$ cat config.mk
export PLATFORM = sky130hd
export DESIGN_NAME = serial_word_tx
export DESIGN_NICKNAME = d
export VERILOG_FILES = /design/src/rtl/serial_word_tx.sv
export SDC_FILE = /design/constraint.sdc
export NUM_CORES = 1
export LEC_CHECK = 0
export CAP_MARGIN = 20
export CORE_ASPECT_RATIO = 0.75
export CORE_UTILIZATION = 40
export CTS_BUF_LIST = sky130_fd_sc_hd__clkbuf_2 sky130_fd_sc_hd__clkbuf_4 sky130_fd_sc_hd__clkbuf_8
export DETAILED_ROUTE_END_ITERATION = 16
export GPL_ROUTABILITY_DRIVEN = 0
export GPL_TIMING_DRIVEN = 1
export PLACE_DENSITY = 0.63
export SYNTH_ARGS = -nofsm -noshare
export SYNTH_HDL_FRONTEND = slang
export SYNTH_SLANG_ARGS = --single-unit
$ cat constraint.sdc
create_clock -name clk -period 3.61 [get_ports clk]
set_clock_uncertainty 0.05 [all_clocks]
set_input_delay 0.722 -clock clk [delete_from_list [all_inputs] [get_ports clk]]
set_output_delay 0.722 -clock clk [all_outputs]
set_load 0.005 [all_outputs]
$ cat src/rtl/serial_word_tx.sv
// MSB-first parallel-to-serial word transmitter with a programmable bit period.
// All outputs are flops loaded from the next-state decode, so start/din never reach an output combinationally.
//
//   state | meaning
//   IDLE  | waiting for start; sdata/busy low
//   SHIFT | driving shift_q[N-1]; divider paces each bit
//   DONE  | one-cycle tail holding the LSB; a start here chains the next frame
module serial_word_tx #(
  parameter int N       = 16,
  parameter int CLK_DIV = 4
) (
  input  logic         clk,
  input  logic         reset,
  input  logic         start,
  input  logic [N-1:0] din,
  output logic         sdata,
  output logic         bit_valid,
  output logic         busy,
  output logic         done
);

  localparam int BW = $clog2(N);
  localparam int DW = (CLK_DIV > 1) ? $clog2(CLK_DIV) : 1;
  localparam logic [BW-1:0] BIT_LAST = BW'(N - 1);
  localparam logic [DW-1:0] DIV_LAST = DW'(CLK_DIV - 1);

  typedef enum logic [1:0] {IDLE, SHIFT, DONE} state_t;

  state_t          state_q, state_d;
  logic [N-1:0]    shift_q, shift_d;
  logic [BW-1:0]   bit_cnt_q, bit_cnt_d;
  logic [DW-1:0]   div_q, div_d;
  logic            sdata_q, sdata_d;
  logic            bit_valid_q, bit_valid_d;
  logic            busy_q, busy_d;
  logic            done_q, done_d;

  always_comb begin
    state_d   = state_q;
    shift_d   = shift_q;
    bit_cnt_d = bit_cnt_q;
    div_d     = div_q;
    case (state_q)
      IDLE, DONE: begin
        if (start) begin
          shift_d   = din;
          bit_cnt_d = BIT_LAST;
          div_d     = '0;
          state_d   = SHIFT;
        end else begin
          state_d   = IDLE;
        end
      end
      SHIFT: begin
        if (div_q == DIV_LAST) begin
          // The final bit is not shifted out, so DONE still presents the LSB.
          if (bit_cnt_q != '0) begin
            shift_d   = shift_q << 1;
            bit_cnt_d = bit_cnt_q - 1'b1;
            div_d     = '0;
          end else begin
            state_d   = DONE;
          end
        end else begin
          div_d = div_q + 1'b1;
        end
      end
      default: state_d = IDLE;
    endcase

    busy_d      = (state_d != IDLE);
    done_d      = (state_d == DONE);
    bit_valid_d = (state_d == SHIFT) && (div_d == '0);
    sdata_d     = (state_d != IDLE) && shift_d[N-1];
  end

  always_ff @(posedge clk or posedge reset) begin
    if (reset) begin
      state_q     <= IDLE;
      shift_q     <= '0;
      bit_cnt_q   <= '0;
      div_q       <= '0;
      sdata_q     <= 1'b0;
      bit_valid_q <= 1'b0;
      busy_q      <= 1'b0;
      done_q      <= 1'b0;
    end else begin
      state_q     <= state_d;
      shift_q     <= shift_d;
      bit_cnt_q   <= bit_cnt_d;
      div_q       <= div_d;
      sdata_q     <= sdata_d;
      bit_valid_q <= bit_valid_d;
      busy_q      <= busy_d;
      done_q      <= done_d;
    end
  end

  assign sdata     = sdata_q;
  assign bit_valid = bit_valid_q;
  assign busy      = busy_q;
  assign done      = done_q;

endmodule

==> run metrics <==
status completed; Filler cells 268; NumNets Final 150; worst setup path startpoint bit_cnt_q[0]$_DFFE_PP0P_; pre-CTS setup slack 1.155 ns; Synth Register Bits 28; largest net degree at the start of global routing 29; worst setup margin 1.273 ns; CP Max Fanout 18; Rel. slew slack a little over three fifths; CP Launch Type register; critical path capture point type register; via total after detailed routing roughly 900; antenna cells 0; leak pwr 0.7496 nW; die area roughly 3400 um2; Congestion Overflow GR 0; vias in the first global route 866; PD cells 730.9 nW/um2; GR Util All Layers 16.56%; Worst path slowest cell or3b_1; placed cell count 161; Post-DRT Antenna Nets 0; Synth Cell Area approximately 1300 um2; commonest cells in the netlist dfrtp_1 (28), a221o_1 (15), and3_1 (8), and3_2 (6), inv_1 (6); Post-synth EDFFs 0; worst path cell trace inv_1, ha_1, or3b_1, a21oi_4, mux2_2; initial antenna violation count 0; I/O pins 23; CTS buffer count 3; DR vias/cell 5.382; slowest cell delay on critical path roughly 0.6 ns; H-tree depth 1; area of the multi-input gates 509.2 um2; share of cells above drive strength 1 11.81%; Hold Crit Class reg -> reg; Hold Fails Final Rpt 0; Slew Viols, Final 0; initial DRC count 93; Rows 17; clk sinks 28; Port Buf Inserts 22; root buf cell clkbuf_8; Final Util 52.57%; Final Total Pwr between 1 and 1.5 mW; Worst Path Required ~3.7 ns; drt wl/cell 14.58 um; Routed Wire Length 2.405 mm; top-count cell post-synth dfrtp_1; share of the synthesized area in the top cell type 54.58%; Seq/Total Area, Yosys 54.58%; DRT Pass-1 Iters 4; Max rail drop VDD 0.3807 mV; sequential cell area 700.7 um2; Yosys cell types 30; Max Cap Violations 0; placement-stage cell area between 1500 and 2000 um2; hold_buf cts 0; setup slack, reg-to-reg 1.27 ns; clk slew on worst S/H paths approximately 0.090 ns; Synth Instances 107; Arr. time, crit path around 2.5 ns; Core Area 2999 um2; syn nets about 130; Die Wd about 67 um; RR Startpoint bit_cnt_q[0]$_DFFE_PP0P_; minimum clock period 2.337 ns; WS Path Type reg -> reg; first-pass GRT wire length 4.077 mm; residual DRC count 0; Initial Utilization 42.80%; post_cts resized 0; share of flip-flops with an asynchronous set or reset 100.0%; RSZ-0062 raised after global routing false; final worst-path cycle share roughly two thirds; clock buffer depth 2; Worst path top cell family by delay simple AND/OR/NAND/NOR gates; Synth area leader dfrtp_1; Die Y approximately 51 um; clk_lat worst skew 0.27 ns; Post-synth top flop dfrtp_1; Mean Syn Cell Area 12.00 um2; Setup Buffers After CTS 0; YS warnings 0; Final setup viols 0; worst path bufs/invs 1; fmax 427.8 MHz; WHS 0.4555 ns; synth top area cells dfrtp_1 (55%), a221o_1 (12%), and3_1 (3.9%), and3_2 (3.5%), buf_6 (2.6%); CTS tree yes; Post-DP HPWL around 1.6 mm; Synth-to-Final Area Change 22.81%; Worst-Margin Slew between 0.5 and 0.6 ns; fin area roughly 1600 um2; non-filler cells, final 165; HP Start bit_cnt_q[3]$_DFFE_PP0P_; setup TNS 0 ns
-- state kept, by name (all words and copies together), names as in the netlist --
signal     flops
state_q        2
done           1
bit_valid      1
busy           1
shift_q       16
sdata          1
div_q          2
bit_cnt_q      4
-- cells by family (layout without fill, tap and decap cells) --
kind of cell	Yosys count	in the layout	share of synthesized area, %
AND/OR/NAND/NOR	35	35	16.67
multiplexers	4	4	3.314
buffers and inverters	13	33	5.750
flip-flops	28	28	54.58
adder cells (fa/ha/maj)	2	2	1.949
AO/OA/AOI/OAI	25	25	17.74
-- where the power goes --
part | leakage (nW) | internal, mW | switching [mW]
Clock | 0.0216 | 0.0749 | 0.0909
Combinational | 0.381 | 0.257 | 0.221
Sequential | 0.347 | 0.439 | 0.0697
Total | 0.750 | 0.771 | 0.382
-- worst paths after layout --
check                                                end  cells past startpoint
worst max-delay path            bit_cnt_q[1]$_DFFE_PP0P_                      5
worst min-delay path            bit_cnt_q[3]$_DFFE_PP0P_                      1
worst max register to register  bit_cnt_q[1]$_DFFE_PP0P_                      5
worst min register to register  bit_cnt_q[3]$_DFFE_PP0P_                      1
max in group asynchronous                 busy$_DFF_PP0_                      3
min in group asynchronous         shift_q[8]$_DFFE_PP0P_                      2
-- layout make-up --
cell class	instances	share of cell area, %
sequential	28	44.44
inverter	6	1.429
tap	38	3.016
clock buffer	3	2.619
timing repair buffer	24	16.19
multi-input combinational	66	32.30
-- cells in the final DEF (no fill, tap or decap), types with 2 or more instances in the layout --
cell type,netlist,layout
clkbuf_8,0,3
mux2_2,2,2
o21ai_0,2,2
nor2_1,4,4
a221o_1,15,15
nor2b_1,2,2
clkdlybuf4s50_1,0,22
and3_1,8,8
nand2_1,5,5
a21oi_1,2,2
and3_2,6,6
inv_1,6,6
mux2i_1,2,2
ha_1,2,2
dfrtp_1,28,28
nand2b_1,3,3
-- layer usage --
layer  global-route usage, %  up-vias  routed length, um
li1                        -      439                  -
met1                   22.02      431               1258
met2                   25.00       16                998
met3                   5.804        2                131
met4                   5.319        0                 17
met5                       0        -                  0
Power figures use the tool's default switching activity.
